## config.mk

```make
export PLATFORM = sky130hd
export DESIGN_NAME = led_blink_reporter_flat
export DESIGN_NICKNAME = d
export VERILOG_FILES = /design/src/rtl/led_blink_reporter_if.sv /design/src/rtl/led_blink_reporter.sv /design/src/flat_wrapper.sv
export SDC_FILE = /design/constraint.sdc
export NUM_CORES = 1
export LEC_CHECK = 0
export ABC_AREA = 1
export BUFFER_PORTS_ARGS = -buffer_cell sky130_fd_sc_hd__buf_2
export CAP_MARGIN = 20
export CORE_UTILIZATION = 35
export CTS_CLUSTER_DIAMETER = 40
export DETAILED_ROUTE_END_ITERATION = 10
export GPL_ROUTABILITY_DRIVEN = 1
export PLACE_DENSITY_LB_ADDON = 0.2
export SLEW_MARGIN = 25
export SYNTH_ARGS = -nofsm -noshare
export SYNTH_HDL_FRONTEND = slang
export SYNTH_SLANG_ARGS = --single-unit
```

## constraint.sdc

```tcl
create_clock -name clk -period 3.77 [get_ports clk]
set_input_delay 0.377 -clock clk [delete_from_list [all_inputs] [get_ports clk]]
set_output_delay 0.377 -clock clk [all_outputs]
set_load 0.01 [all_outputs]
```

## src/rtl/led_blink_reporter_if.sv

```systemverilog
// led_blink_reporter_if: request/status bundle between a count source and the
// blink reporter. The 'repeat_req' signal exists only when LED_BLINK_REPEAT_EN
// is defined ('repeat' itself is a reserved word).
`timescale 1ns/1ps

interface led_blink_reporter_if #(
    parameter int unsigned WIDTH = 4
);
    logic             start;
    logic [WIDTH-1:0] value;
`ifdef LED_BLINK_REPEAT_EN
    logic             repeat_req;
`endif
    logic             led;
    logic             busy;
    logic             done;

    // Count source / test driver side
    modport master (
        output start,
        output value,
`ifdef LED_BLINK_REPEAT_EN
        output repeat_req,
`endif
        input  led,
        input  busy,
        input  done
    );

    // Reporter side
    modport slave (
        input  start,
        input  value,
`ifdef LED_BLINK_REPEAT_EN
        input  repeat_req,
`endif
        output led,
        output busy,
        output done
    );
endinterface

```

## src/rtl/led_blink_reporter.sv

```systemverilog
// led_blink_reporter: shows a latched count N as N LED blinks followed by an
// off gap, then pulses done. All outputs are registered.
// Optional macro LED_BLINK_REPEAT_EN: when repeat_req is high in the last gap
// cycle, the current value is re-latched and a new report starts at once.
`timescale 1ns/1ps

module led_blink_reporter #(
    parameter int unsigned WIDTH      = 4,
    parameter int unsigned ON_CYCLES  = 25000000,
    parameter int unsigned OFF_CYCLES = 25000000,
    parameter int unsigned GAP_CYCLES = 100000000
) (
    input logic                 clk,
    input logic                 rst,
    led_blink_reporter_if.slave bus
);

    localparam int unsigned MAX_ON_OFF = (ON_CYCLES > OFF_CYCLES) ? ON_CYCLES : OFF_CYCLES;
    localparam int unsigned MAX_CYC    = (MAX_ON_OFF > GAP_CYCLES) ? MAX_ON_OFF : GAP_CYCLES;
    localparam int unsigned TW         = $clog2(MAX_CYC + 1);

    // Timer counts down to zero, so each phase loads its length minus one
    localparam logic [TW-1:0] ON_LOAD  = TW'(ON_CYCLES - 1);
    localparam logic [TW-1:0] OFF_LOAD = TW'(OFF_CYCLES - 1);
    localparam logic [TW-1:0] GAP_LOAD = TW'(GAP_CYCLES - 1);

    typedef enum logic [1:0] {
        S_IDLE,
        S_ON,
        S_OFF,
        S_GAP
    } state_t;

    state_t           r_state;
    logic [TW-1:0]    r_timer;
    logic [WIDTH-1:0] r_cnt;
    logic             r_led;
    logic             r_busy;
    logic             r_done;

    logic             w_timer_zero;
    logic             w_last_blink;
    logic             w_repeat;
    state_t           w_first_state;
    logic [TW-1:0]    w_first_timer;
    logic             w_first_led;

    assign w_timer_zero = (r_timer == '0);
    assign w_last_blink = (r_cnt == WIDTH'(1));

`ifdef LED_BLINK_REPEAT_EN
    assign w_repeat = bus.repeat_req;
`else
    assign w_repeat = 1'b0;
`endif

    // First phase of a report: blinking if there is anything to show, else straight to the gap
    always_comb begin
        w_first_state = S_GAP;
        w_first_timer = GAP_LOAD;
        w_first_led   = 1'b0;
        if (bus.value != '0) begin
            w_first_state = S_ON;
            w_first_timer = ON_LOAD;
            w_first_led   = 1'b1;
        end
    end

    // Report sequencer: IDLE -> (ON -> OFF)* -> ON -> GAP -> IDLE, outputs registered
    always_ff @(posedge clk) begin
        if (!rst) begin
            r_state <= S_IDLE;
            r_timer <= '0;
            r_cnt   <= '0;
            r_led   <= 1'b0;
            r_busy  <= 1'b0;
            r_done  <= 1'b0;
        end else begin
            r_done <= 1'b0;
            case (r_state)
                S_IDLE: begin
                    r_led  <= 1'b0;
                    r_busy <= 1'b0;
                    if (bus.start) begin
                        r_cnt   <= bus.value;
                        r_busy  <= 1'b1;
                        r_state <= w_first_state;
                        r_timer <= w_first_timer;
                        r_led   <= w_first_led;
                    end
                end
                S_ON: begin
                    if (w_timer_zero) begin
                        r_cnt <= r_cnt - WIDTH'(1);
                        r_led <= 1'b0;
                        if (w_last_blink) begin
                            r_state <= S_GAP;
                            r_timer <= GAP_LOAD;
                        end else begin
                            r_state <= S_OFF;
                            r_timer <= OFF_LOAD;
                        end
                    end else begin
                        r_timer <= r_timer - TW'(1);
                    end
                end
                S_OFF: begin
                    if (w_timer_zero) begin
                        r_state <= S_ON;
                        r_timer <= ON_LOAD;
                        r_led   <= 1'b1;
                    end else begin
                        r_timer <= r_timer - TW'(1);
                    end
                end
                S_GAP: begin
                    if (w_timer_zero) begin
                        r_done <= 1'b1;
                        // A repeat skips IDLE: done pulses while busy stays high
                        if (w_repeat) begin
                            r_cnt   <= bus.value;
                            r_state <= w_first_state;
                            r_timer <= w_first_timer;
                            r_led   <= w_first_led;
                        end else begin
                            r_state <= S_IDLE;
                            r_busy  <= 1'b0;
                        end
                    end else begin
                        r_timer <= r_timer - TW'(1);
                    end
                end
                default: begin
                    r_state <= S_IDLE;
                    r_led   <= 1'b0;
                    r_busy  <= 1'b0;
                end
            endcase
        end
    end

    assign bus.led  = r_led;
    assign bus.busy = r_busy;
    assign bus.done = r_done;

endmodule

```

## src/flat_wrapper.sv

```systemverilog
// flat-port wrapper written by rule: the top's interface ports become plain ports
module led_blink_reporter_flat 
#(
    parameter int unsigned WIDTH      = 4,
    parameter int unsigned ON_CYCLES  = 25000000,
    parameter int unsigned OFF_CYCLES = 25000000,
    parameter int unsigned GAP_CYCLES = 100000000
)
  (clk, rst, bus_start, bus_value, bus_led, bus_busy, bus_done);
  led_blink_reporter_if #(.WIDTH(WIDTH)) bus_i ();
  input logic clk;
  input logic rst;
  input wire logic [$bits(bus_i.start)-1:0] bus_start;
  input wire logic [$bits(bus_i.value)-1:0] bus_value;
  output wire logic [$bits(bus_i.led)-1:0] bus_led;
  output wire logic [$bits(bus_i.busy)-1:0] bus_busy;
  output wire logic [$bits(bus_i.done)-1:0] bus_done;
  assign bus_i.start = bus_start;
  assign bus_i.value = bus_value;
  assign bus_led = bus_i.led;
  assign bus_busy = bus_i.busy;
  assign bus_done = bus_i.done;
  led_blink_reporter #(.WIDTH(WIDTH), .ON_CYCLES(ON_CYCLES), .OFF_CYCLES(OFF_CYCLES), .GAP_CYCLES(GAP_CYCLES)) u_core (.clk(clk), .rst(rst), .bus(bus_i));
endmodule
```

==> qor.yml <==
synth:
  syn_area_per_cell_um2: 6.52
  syn-num-nets: 374
  async_flop_share: 0
  synth_cell_type_count: 32
  seq_area_frac_synth: 0.308
  syn_area_um2: 2340
  yosysMostFrequentCell: "nand2_1"
  syn_inst: 359
  yosys-top-cells-count: "nand2_1 (71), nor2_1 (48), inv_1 (38)"
  synth_largest_area_cell: "dfxtp_1"
  yosysWarnings: 0
  synth_flop_cell: "dfxtp_1"
  synth-edff-count: 0
  synth-seq-cells: 36
  synth_area_leaders: "dfxtp_1 (31%), nand2_1 (11%), a21oi_1 (7.9%)"
  netlist.area_leader.share: 0.308
hold_path:
  hold_depth: 3
  hold_path.class: "input pin to register"
cells_and_area:
  area_delta_synth_final_pct: 8.55
  utilization: 0.398
  filler_cell_count: 700
  drive_gt1_frac: 0.0949
  final_cell_area_um2: 2540
  fin_nets: 383
  diodes: 0
placed_design:
  hpwl_um: 4320
  dp_slack_ps: 1550
  place_congestion: 0.824
  portBuffers: 9
  place_area_um2: 2430
global_routing:
  grt_overflow_total: 0
  grt_pass1_vias: 2155
  grt_max_degree: 28
  grt_use_total: 0.179
  antenna_found_initial: 0
  grt_pass1_wl_um: 10100
routing:
  wirelength_um: 5980
  wl_per_cell_um: 13.4
  via_per_inst: 5.11
  num_vias: 2280
  final_antenna_net_count: 0
  drtIter0Drc: 163
  dr.pass1.iters: 4
  drc_errors: 0
timing:
  finalHoldViolations: 0
  finalMaxSlewViolations: 0
  final.setup.tns_ps: 0
  rsz0062_at_grt: "false"
  timing.final.crit_share: 0.593
  fin_skew_ps: 6.05
  fmax_mhz: 447
  setup_viol: 0
  relSlewSlack: 0.338
  worst_pin_slew_ps: 990
  period_needed_ps: 2240
  fin_ws_ps: 1530
  hold_ws_ps: 474
floorplanning:
  ios: 10
  fp.dieArea_um2: 7020
  die_x_um: 83.8
  row_count: 29
  initial_utilization: 0.367
  die_height_um: 83.8
  core_um2: 6390
clock_network:
  htreeDepth: 2
  cts_hold_buf: 0
  cts_tree: "built"
  clock-root-buffer: "clkbuf_8"
  clockBufferDepth: 2
  cts_buffers: 5
  cts.clk_slew.worst_paths_ps: 80
  clock-sinks: 36
  post-cts-setup-buffers: 0
  clkLatencyLatePin_ps: 290
  cts_resized: 0
setup_path:
  required_ps: 3960
  crit_type: "register to register"
  cp.arrival_ps: 2420
  crit_slowest_cell: "dfxtp_1"
  end_kind: "register"
  cp_num_cells: 10
  cp_max_fo: 23
  cp_num_buf_inv: 4
  critPathMaxStageDelay_ps: 350
  r2r_cells: 10
  start_kind: "register"
  crit_chain: "inv_1 > ha_1 > clkinv_1 > nor2_1 > inv_1 > nand2_4 > inv_2 > nand2_1 > xor2_1 > nor2_1"
  critPathTopFamily: "buffers and inverters"
run_status:
  outcome: "finished, final reports clean"
power_and_ir_drop:
  leakage_nw: 1.14
  ir_worst_vdd_v: 0.000396
  p_per_area_nw_per_um2: 849
flow_run:
  cap_violations: 0
==> stage by stage <==
step	std cells	total power, mW
after floorplan	359	1.56
after global placement	438	1.80
after detailed placement	438	1.81
after CTS	446	2.16
after global routing	446	2.36
final	446	2.16
==> sequential cells by signal, summed over array words and instances, names as in the netlist <==
signal and cells:
u_core.bus.led 1, u_core.bus.busy 1, u_core.r_state 2, u_core.r_timer 27, u_core.bus.done 1, u_core.r_cnt 4
==> final cells by class <==
cell class,instances,area [um2],area share
timing repair buffer,9,45.0,0.0177
sequential,36,721,0.284
tap,77,96.3,0.0379
clock inverter,2,35.0,0.0138
multi-input combinational,274,1410,0.556
inverter,42,158,0.0620
clock buffer,6,72.6,0.0286
==> per-layer routing <==
layer	routed length [um]	track usage
met1	2930	0.240
met5	0	0
met2	2720	0.295
met3	269	0.0356
met4	58	0.0462
==> final timing paths <==
path | from | end | slack [ps]
worst max-delay path | u_core.r_state[0] | u_core.r_timer[17] | 1530
worst min-delay path | bus_start | u_core.bus.busy | 470
worst max register to register | u_core.r_state[0] | u_core.r_timer[17] | 1530
worst min register to register | u_core.r_timer[25] | u_core.r_timer[25] | 510
==> placed cells by master (no fill, tap or decap) <==
cell type / Yosys / final
nand2_4: 2 / 2
nor2_8: 1 / 1
nor2_1: 48 / 48
xnor2_1: 8 / 8
inv_2: 3 / 3
nand2_1: 71 / 71
a21oi_1: 37 / 37
o21ai_2: 1 / 1
nand3_1: 16 / 16
nand2_2: 4 / 4
o21bai_1: 1 / 1
o31ai_1: 2 / 2
o21ai_1: 19 / 19
xor2_1: 5 / 5
or2_2: 1 / 1
nor2_2: 5 / 5
buf_2: 0 / 9
inv_1: 38 / 38
nor4_1: 1 / 1
clkbuf_1: 3 / 1
clkbuf_8: 0 / 5
clkinv_2: 0 / 1
a211oi_1: 1 / 1
bufinv_16: 0 / 1
a21o_1: 1 / 1
nand4_1: 7 / 7
nor3_1: 2 / 2
o21ai_0: 29 / 29
clkinv_1: 1 / 1
nor2_4: 2 / 2
ha_1: 8 / 8
o22ai_1: 1 / 1
dfxtp_1: 36 / 36
o211ai_1: 1 / 1
==> worst reg2reg max path, stage by stage (launching register included) <==
cell and delay [ps]:
dfxtp_1 350, inv_1 120, ha_1 320, clkinv_1 320, nor2_1 220, inv_1 120, nand2_4 150, inv_2 200
nand2_1 130, xor2_1 150, nor2_1 50
==> power breakdown <==
group / switching (mW) / internal (mW) / leakage [nW] / total [mW]
Combinational: 0.781 / 0.383 / 0.790 / 1.16
Sequential: 0.133 / 0.511 / 0.298 / 0.644
Clock: 0.151 / 0.197 / 0.0552 / 0.348
==> logic make-up after synthesis <==
logic type	Yosys count	synth area share
adders and majority gates	8	0.0428
and+or+nand+nor	160	0.305
AOI/OAI and AO/OA	93	0.207
DFF	36	0.308
buffers and inverters	49	0.0882
xor gates and xnor gates	13	0.0486
No activity file was read; power rests on OpenSTA's default activity.
